--- src/rtl/uart_rx.sv ---
// rtl/uart_rx.sv - 8N1 UART receiver with valid/ready output register and error pulses.
// Optional 2-of-3 majority sampling when UART_RX_MAJORITY_EN is defined.
module uart_rx #(
    parameter int CLK_FREQ  = 12_000_000,
    parameter int BAUD_RATE = 115200
) (
    input  logic       clk,
    input  logic       rst_n,
    input  logic       rx,
    output logic [7:0] data,
    output logic       valid,
    input  logic       ready,
    output logic       frame_err,
    output logic       overrun
);

    localparam int CYCLES_PER_BIT = CLK_FREQ / BAUD_RATE;
    localparam int HALF_BIT       = CYCLES_PER_BIT / 2;
    localparam int CW             = $clog2(CYCLES_PER_BIT);
    localparam logic [CW-1:0] START_T = CW'(HALF_BIT - 1);
    localparam logic [CW-1:0] BIT_T   = CW'(CYCLES_PER_BIT - 1);

    typedef enum logic [1:0] {IDLE, START, DATA, STOP} state_t;

    state_t        state;
    state_t        next_state;
    logic          sync1;
    logic          sync2;
    logic [CW-1:0] cycle_count;
    logic [2:0]    bit_index;
    logic [7:0]    shift_reg;
    logic          terminal;
    logic          sample;

    always_ff @(posedge clk or negedge rst_n) begin
        if (!rst_n) begin
            sync1 <= 1'b1;
            sync2 <= 1'b1;
        end else begin
            sync1 <= rx;
            sync2 <= sync1;
        end
    end

`ifdef UART_RX_MAJORITY_EN
    // hist holds rx_s from the two cycles before the sample point
    logic [1:0] hist;

    always_ff @(posedge clk or negedge rst_n) begin
        if (!rst_n) begin
            hist <= 2'b11;
        end else begin
            hist <= {hist[0], sync2};
        end
    end

    assign sample = (hist[1] & hist[0]) | (hist[1] & sync2) | (hist[0] & sync2);
`else
    assign sample = sync2;
`endif

    always_ff @(posedge clk or negedge rst_n) begin
        if (!rst_n) begin
            state <= IDLE;
        end else begin
            state <= next_state;
        end
    end

    always_comb begin
        next_state = state;
        terminal   = 1'b0;
        case (state)
            IDLE: begin
                if (!sync2) begin
                    next_state = START;
                end
            end
            START: begin
                terminal = (cycle_count == START_T);
                if (terminal) begin
                    next_state = sample ? IDLE : DATA;
                end
            end
            DATA: begin
                terminal = (cycle_count == BIT_T);
                if (terminal && bit_index == 3'd7) begin
                    next_state = STOP;
                end
            end
            STOP: begin
                terminal = (cycle_count == BIT_T);
                if (terminal) begin
                    next_state = IDLE;
                end
            end
            default: next_state = IDLE;
        endcase
    end

    always_ff @(posedge clk or negedge rst_n) begin
        if (!rst_n) begin
            cycle_count <= '0;
            bit_index   <= 3'd0;
            shift_reg   <= 8'h00;
        end else begin
            if (next_state != state || terminal || state == IDLE) begin
                cycle_count <= '0;
            end else begin
                cycle_count <= cycle_count + 1'b1;
            end
            if (state == START && terminal) begin
                bit_index <= 3'd0;
            end else if (state == DATA && terminal) begin
                bit_index <= bit_index + 3'd1;
                shift_reg <= {sample, shift_reg[7:1]};
            end
        end
    end

    // A completing byte may overwrite data only when the slot is free or being accepted now
    always_ff @(posedge clk or negedge rst_n) begin
        if (!rst_n) begin
            data      <= 8'h00;
            valid     <= 1'b0;
            frame_err <= 1'b0;
            overrun   <= 1'b0;
        end else begin
            frame_err <= 1'b0;
            overrun   <= 1'b0;
            if (valid && ready) begin
                valid <= 1'b0;
            end
            if (state == STOP && terminal) begin
                if (!sample) begin
                    frame_err <= 1'b1;
                end else if (!valid || ready) begin
                    data  <= shift_reg;
                    valid <= 1'b1;
                end else begin
                    overrun <= 1'b1;
                end
            end
        end
    end

endmodule

--- config.mk ---
export PLATFORM = sky130hd
export DESIGN_NAME = uart_rx
export DESIGN_NICKNAME = d
export VERILOG_FILES = /design/src/rtl/uart_rx.sv
export SDC_FILE = /design/constraint.sdc
export NUM_CORES = 1
export LEC_CHECK = 0
export ABC_AREA = 1
export BUFFER_PORTS_ARGS = -buffer_cell sky130_fd_sc_hd__buf_2
export CAP_MARGIN = 25
export CORE_MARGIN = 2
export CORE_UTILIZATION = 38
export CTS_BUF_LIST = sky130_fd_sc_hd__clkbuf_4 sky130_fd_sc_hd__clkbuf_8
export DETAILED_ROUTE_END_ITERATION = 12
export GPL_ROUTABILITY_DRIVEN = 0
export PLACE_DENSITY = 0.52
export SLEW_MARGIN = 20
export SYNTH_ARGS = -nofsm -noshare
export SYNTH_HDL_FRONTEND = slang
export SYNTH_SLANG_ARGS = --single-unit
export TNS_END_PERCENT = 5
--- constraint.sdc ---
create_clock -name clk -period 2.3 [get_ports clk]
set_clock_uncertainty 0.2 [all_clocks]
set_input_delay 0.23 -clock clk [delete_from_list [all_inputs] [get_ports clk]]
set_output_delay 0.23 -clock clk [all_outputs]
set_load 0.03 [all_outputs]
==> flow_metrics.py, run 1 <==
metrics = {
    "run_status": {
        "outcome": "completed",
    },
    "clocking": {
        "htreeDepth": 2,
        "clk_pin_slew_ns": 0.06,
        "cts-root-buf": "clkbuf_8",
        "tritoncts": "built",
        "cts_inserted_buffers": 5,
        "cts_sinks": 33,
        "clk_latency_ns": 0.29,
        "clk_path_buf_depth": 2,
    },
    "floorplan": {
        "initial_core_util": 0.391,
        "ios": 15,
        "dieArea_um2": 4610,
        "die_y_um": 67.9,
        "dieWidth_um": 67.9,
        "rows": 23,
        "coreArea_um2": 3970,
    },
    "cells_and_area": {
        "drive_above_1_share": 0.207,
        "n_antenna_cell": 0,
        "final_core_util": 0.448,
        "syn_to_final_growth_pct": 14.7,
        "final_cell_mix": "nand2_1, dfrtp_1, inv_1",
        "final_common_cell": "nand2_1",
        "finalInstanceArea_um2": 1780,
        "nets": 199,
        "final_cells": 243,
    },
    "routing": {
        "avgViaCountPerCell": 4.52,
        "drt_iter0_drc": 72,
        "routedWlPerCell_um": 11.0,
        "ant_nets": 0,
        "firstDrtPassIters": 4,
        "drc": 0,
        "wl_mm": 2.69,
        "vias": 1099,
    },
    "synthesis": {
        "yosysWarnings": 0,
        "synth_seq_cells": 33,
        "synth.avg_cell_area_um2": 9.13,
        "synthXorXnorAreaFrac": 0.0169,
        "synthesis.area_um2": 1550,
        "synthSimpleGateAreaFrac": 0.235,
        "seq_area_frac_synth": 0.533,
        "synth_fp_nets": 177,
        "synth_top_family_by_area": "simple AND/OR/NAND/NOR gates",
        "netlist_instances": 170,
        "synthMuxAreaShare": 0,
        "synth-compound-area-share": 0.115,
        "synth_fa_ha_area_frac": 0.0242,
        "yosysUniqueCellTypes": 24,
    },
    "min_path": {
        "worstHoldStart": "ready",
        "min_to": "overrun$_DFF_PN0_",
        "hold_depth": 4,
        "hold_path.class": "input pin to flop",
    },
    "power": {
        "cellPowerDensity_nw_per_um2": 603,
        "power.total_mw": 1.07,
        "p_leak_nw": 0.894,
        "vdd_drop_max_uv": 234,
    },
    "placed_design": {
        "dp_cells": 233,
        "placed_cell_area_um2": 1670,
        "hpwlAfterDp_mm": 1.99,
        "io_buffers": 14,
    },
    "critical_path": {
        "max_stage_delay_ns": 0.37,
        "slowest_stage": "dfrtp_1",
        "r2r_slack_ns": 0.51,
        "start_kind": "flop",
        "cp_max_fo": 14,
        "worst-path-buf-inv": 1,
        "cp.required_ns": 2.27,
        "cp.arrival_ns": 1.76,
        "r2r-start": "cycle_count[0]$_DFF_PN0_",
        "path_cells": "ha_1 -> inv_1 -> nor2_2 -> nand3_2 -> nand3_1 -> o21ai_2",
        "r2r_cells": 6,
        "r2r_end": "bit_index[0]$_DFFE_PN0P_",
        "critPathTopFamily": "simple AND/OR/NAND/NOR gates",
        "worstSetupEndpointType": "flop",
        "worstSetupPathType": "flop to flop",
    },
    "grt": {
        "grt_pass1_wl_mm": 4.78,
        "first_global_vias": 1069,
        "antenna_found_initial": 0,
        "grt_max_degree": 34,
        "grtUsageTotal": 0.142,
        "grt_overflow_total": 0,
    },
    "sta": {
        "finalCriticalPeriod_ns": 1.79,
        "max_freq_mhz": 558,
        "fin_setup_tns_ns": 0,
        "final_hold_viol_count": 0,
        "slew_viol_final": 0,
        "tightest_slew_ns": 0.735,
        "setup_viol": 0,
        "max-slew-margin-rel": 0.510,
        "rsz0062_at_grt": "false",
        "period_share": 0.779,
    },
    "job": {
        "drv_cap": 0,
    },
}
-- worst max path at each step --
stage	from	cells after the start	slack, ns	to
5_1_grt	cycle_count[0]$_DFF_PN0_	6	0.31	bit_index[0]$_DFFE_PN0P_
4_1_cts	cycle_count[0]$_DFF_PN0_	6	0.49	bit_index[0]$_DFFE_PN0P_
3_3_place_gp	cycle_count[0]$_DFF_PN0_	6	0.56	bit_index[0]$_DFFE_PN0P_
3_5_place_dp	cycle_count[0]$_DFF_PN0_	6	0.51	bit_index[1]$_DFFE_PN0P_
6_report	cycle_count[0]$_DFF_PN0_	6	0.51	bit_index[0]$_DFFE_PN0P_
2_1_floorplan	cycle_count[0]$_DFF_PN0_	8	0.77	state[0]$_DFF_PN0_
-- power by group --
part	leakage (nW)	internal (mW)	switching [mW]	total [mW]
combinational	0.425	0.0151	0.0349	0.0500
clock	0.0484	0.221	0.207	0.429
sequential	0.421	0.591	0.00484	0.596
-- per-layer routing --
layer / up-vias / global-route usage / part of all wire
li1: 577 / - / -
met1: 500 / 0.167 / 0.47
met2: 16 / 0.238 / 0.47
met3: 6 / 0.0493 / 0.035
met4: 0 / 0.0525 / 0.018
met5: - / 0 / 0
-- metrics by stage --
stage	hold slack [ns]	setup WS, ns
after detailed placement	0.136	0.509
after floorplan	-0.266	0.771
after global placement	0.125	0.561
after CTS	0.119	0.492
final	0.115	0.509
after global routing	0.121	0.307
-- repair_timing --
action,in CTS,in global routing
resized for setup,0,0
buffers inserted,0,0
hold buffers,2,0
hold endpoints to repair,32,0
-- logic make-up (layout without fill, tap and decap cells) --
group / Yosys count / in the layout
and+or+nand+nor: 76 / 76
DFF: 33 / 33
buffers and inverters: 29 / 52
AOI/OAI and AO/OA: 26 / 26
adders and majority gates: 3 / 3
xor gates and xnor gates: 3 / 3
-- synth_stat cells --
library cell / count / area, µm²
xor2_1: 1 / 8.76
or2_2: 1 / 6.26
nand2_2: 1 / 6.26
dfrtp_1: 31 / 776
nor3_1: 1 / 5.00
nand3_1: 11 / 55.1
nor2_1: 14 / 52.6
o21ai_2: 7 / 61.3
nor2_2: 3 / 18.8
nand2_1: 39 / 146
xnor2_1: 2 / 17.5
nand3_2: 1 / 10.0
a21boi_0: 1 / 7.51
inv_1: 28 / 105
o21bai_1: 8 / 60.1
nor2_8: 1 / 20.0
nand4_1: 2 / 12.5
nor2_4: 1 / 11.3
dfstp_2: 2 / 52.6
o21ai_0: 3 / 15.0
buf_6: 1 / 11.3
ha_1: 3 / 37.5
nand4_4: 1 / 21.3
a21oi_1: 7 / 35.0
-- worst min-delay path, cell delays in order --
cell and delay (ns):
buf_2 0.08, nor2_2 0.11, inv_1 0.09, nor3_1 0.05
-- area by class of cell --
type / instances / area [µm²]
fillers: 398 / 2190
flip-flops and latches: 33 / 828
multi-input cells: 108 / 608
inverters: 28 / 105
repair buffers: 16 / 90.1
clock buffers: 6 / 76.3
well taps: 50 / 62.6
clock inverters: 2 / 10.0
No activity file was read; power rests on OpenSTA's default activity.
==> run 2, diff against run 1 <==
Settings changed: PLACE_DENSITY 0.52 to 0.54.
Clock period 2.3 ns to 1.5 ns, I/O delays scaled along.
==> run 2 against run 1 <==
The run now ends with setup timing left. Die area stayed put. Register-to-register slack worse by 0.56 ns. Combinational power is 66% higher. Global-route usage grew 1.1 points. Non-clock buffer count up 13. Largest power group unchanged.
==> flow_metrics.py, run 2 (synthesis gave the netlist of run 1 again) <==
metrics = {
    "clocking": {
        "cts_inserted_buffers": 5,
        "clk_path_buf_depth": 2,
        "tritoncts": "built",
        "htreeDepth": 2,
        "clk_latency_ns": 0.28,
        "cts-root-buf": "clkbuf_8",
        "cts_sinks": 33,
        "clk_pin_slew_ns": 0.07,
    },
    "placed_design": {
        "io_buffers": 14,
        "placed_cell_area_um2": 1790,
        "dp_cells": 245,
        "hpwlAfterDp_mm": 2.18,
    },
    "job": {
        "drv_cap": 0,
    },
    "cells_and_area": {
        "final_core_util": 0.489,
        "fillers": 373,
        "finalInstanceArea_um2": 1940,
        "syn_to_final_growth_pct": 25.1,
        "final_cells": 257,
        "final_cell_mix": "nand2_1, dfrtp_1, inv_1",
        "final_common_cell": "nand2_1",
        "drive_above_1_share": 0.285,
        "nets": 213,
        "n_antenna_cell": 0,
    },
    "floorplan": {
        "dieArea_um2": 4610,
        "coreArea_um2": 3970,
        "ios": 15,
        "initial_core_util": 0.391,
        "die_y_um": 67.9,
        "dieWidth_um": 67.9,
        "rows": 23,
    },
    "critical_path": {
        "cp.arrival_ns": 1.56,
        "start_kind": "flop",
        "cp.required_ns": 1.52,
        "worstSetupPathType": "flop to flop",
        "r2r_end": "data[4]$_DFFE_PN0P_",
        "cp_max_fo": 8,
        "r2r-start": "cycle_count[0]$_DFF_PN0_",
        "r2r_slack_ns": -0.05,
        "r2r_cells": 7,
        "worstSetupEndpointType": "flop",
    },
    "run_status": {
        "outcome": "finished, violations left",
        "violations": "setup timing",
    },
    "routing": {
        "ant_nets": 0,
        "firstDrtPassIters": 4,
        "avgViaCountPerCell": 4.66,
        "drt_iter0_drc": 50,
        "vias": 1198,
        "drc": 0,
        "routedWlPerCell_um": 11.6,
        "wl_mm": 2.97,
    },
    "grt": {
        "grtUsageTotal": 0.153,
        "antenna_found_initial": 0,
        "grt_max_degree": 19,
        "grt_pass1_wl_mm": 5.27,
        "grt_overflow_total": 0,
        "first_global_vias": 1179,
    },
    "power": {
        "p_leak_nw": 0.981,
        "vdd_drop_max_uv": 332,
        "power.total_mw": 1.66,
        "cellPowerDensity_nw_per_um2": 855,
    },
    "sta": {
        "tightest_slew_ns": 0.391,
        "rsz0062_at_grt": "true",
        "max-slew-margin-rel": 0.739,
        "period_share": 1.03,
        "max_freq_mhz": 646,
        "finalCriticalPeriod_ns": 1.55,
        "slew_viol_final": 0,
        "hold_slack_ns": 0.118,
        "fin_ws_ns": -0.0476,
        "final_hold_viol_count": 0,
        "setup_viol": 11,
    },
    "min_path": {
        "hold_path.class": "input pin to asynchronous set/reset pin",
    },
}
==> run 2: changes by cell type in the layout (fill, tap and decap cells not counted), sizes merged <==
| cell | delta |
|---|---|
| buf | +13 |
| nand4 | +1 |
==> run 2: worst max-delay path by stage <==
stage                     cells after the start                       end                      from  slack, ns
after global placement                        6  bit_index[2]$_DFFE_PN0P_  cycle_count[0]$_DFF_PN0_       -0.1
final                                         7       data[4]$_DFFE_PN0P_  cycle_count[0]$_DFF_PN0_      -0.05
after CTS                                     7       data[1]$_DFFE_PN0P_  cycle_count[0]$_DFF_PN0_      -0.09
after global routing                          7       data[0]$_DFFE_PN0P_  cycle_count[0]$_DFF_PN0_      -0.18
after floorplan                               7  shift_reg[3]$_DFFE_PN0P_  cycle_count[0]$_DFF_PN0_      0.002
after detailed placement                      6  bit_index[2]$_DFFE_PN0P_  cycle_count[0]$_DFF_PN0_      -0.15
==> run 2: timing repair <==
action / CTS / global route
pin swaps: 5 / 1
hold endpoints to repair: 32 / 0
gates cloned: 1 / 0
hold buffers: 2 / 0
setup endpoints to repair: 23 / 27
setup buffers: 1 / 0
resized for setup: 4 / 3
==> run 2: through the flow <==
step / worst slack [ns] / TNS [ns]
3_3_place_gp: -0.0971 / -0.965
4_1_cts: -0.0880 / -0.774
6_report: -0.0476 / -0.385
2_1_floorplan: 0.00208 / 0
5_1_grt: -0.183 / -2.81
3_5_place_dp: -0.154 / -1.62
==> run 2: metal layers <==
layer  up-vias  share of wire  global-route usage
met5         -              0                   0
met4         0          0.013              0.0500
met3         6          0.035              0.0510
met2        17           0.48               0.240
met1       566           0.47               0.197
li1        609              -                   -
==> run 2: critical path, cell delays in order, from the launching register on <==
cell     delay [ns]
dfrtp_1        0.35
ha_2           0.20
nand2_2        0.07
nor2_4         0.17
nand4_4        0.18
nor2_8         0.18
nand2_1        0.06
nand2_1        0.06
==> run 2: power by group <==
group | switching [mW] | internal [mW]
registers | 0.00902 | 0.906
logic | 0.0547 | 0.0284
clock network | 0.325 | 0.340
total | 0.388 | 1.27
==> run 2: cell type report <==
type / instances / area (µm²) / area share
clock buffers: 6 / 76.3 / 0.0393
clock inverters: 2 / 10.0 / 0.00515
inverters: 28 / 105 / 0.0541
multi-input cells: 109 / 648 / 0.334
flip-flops and latches: 33 / 828 / 0.426
well taps: 50 / 62.6 / 0.0322
repair buffers: 29 / 213 / 0.109
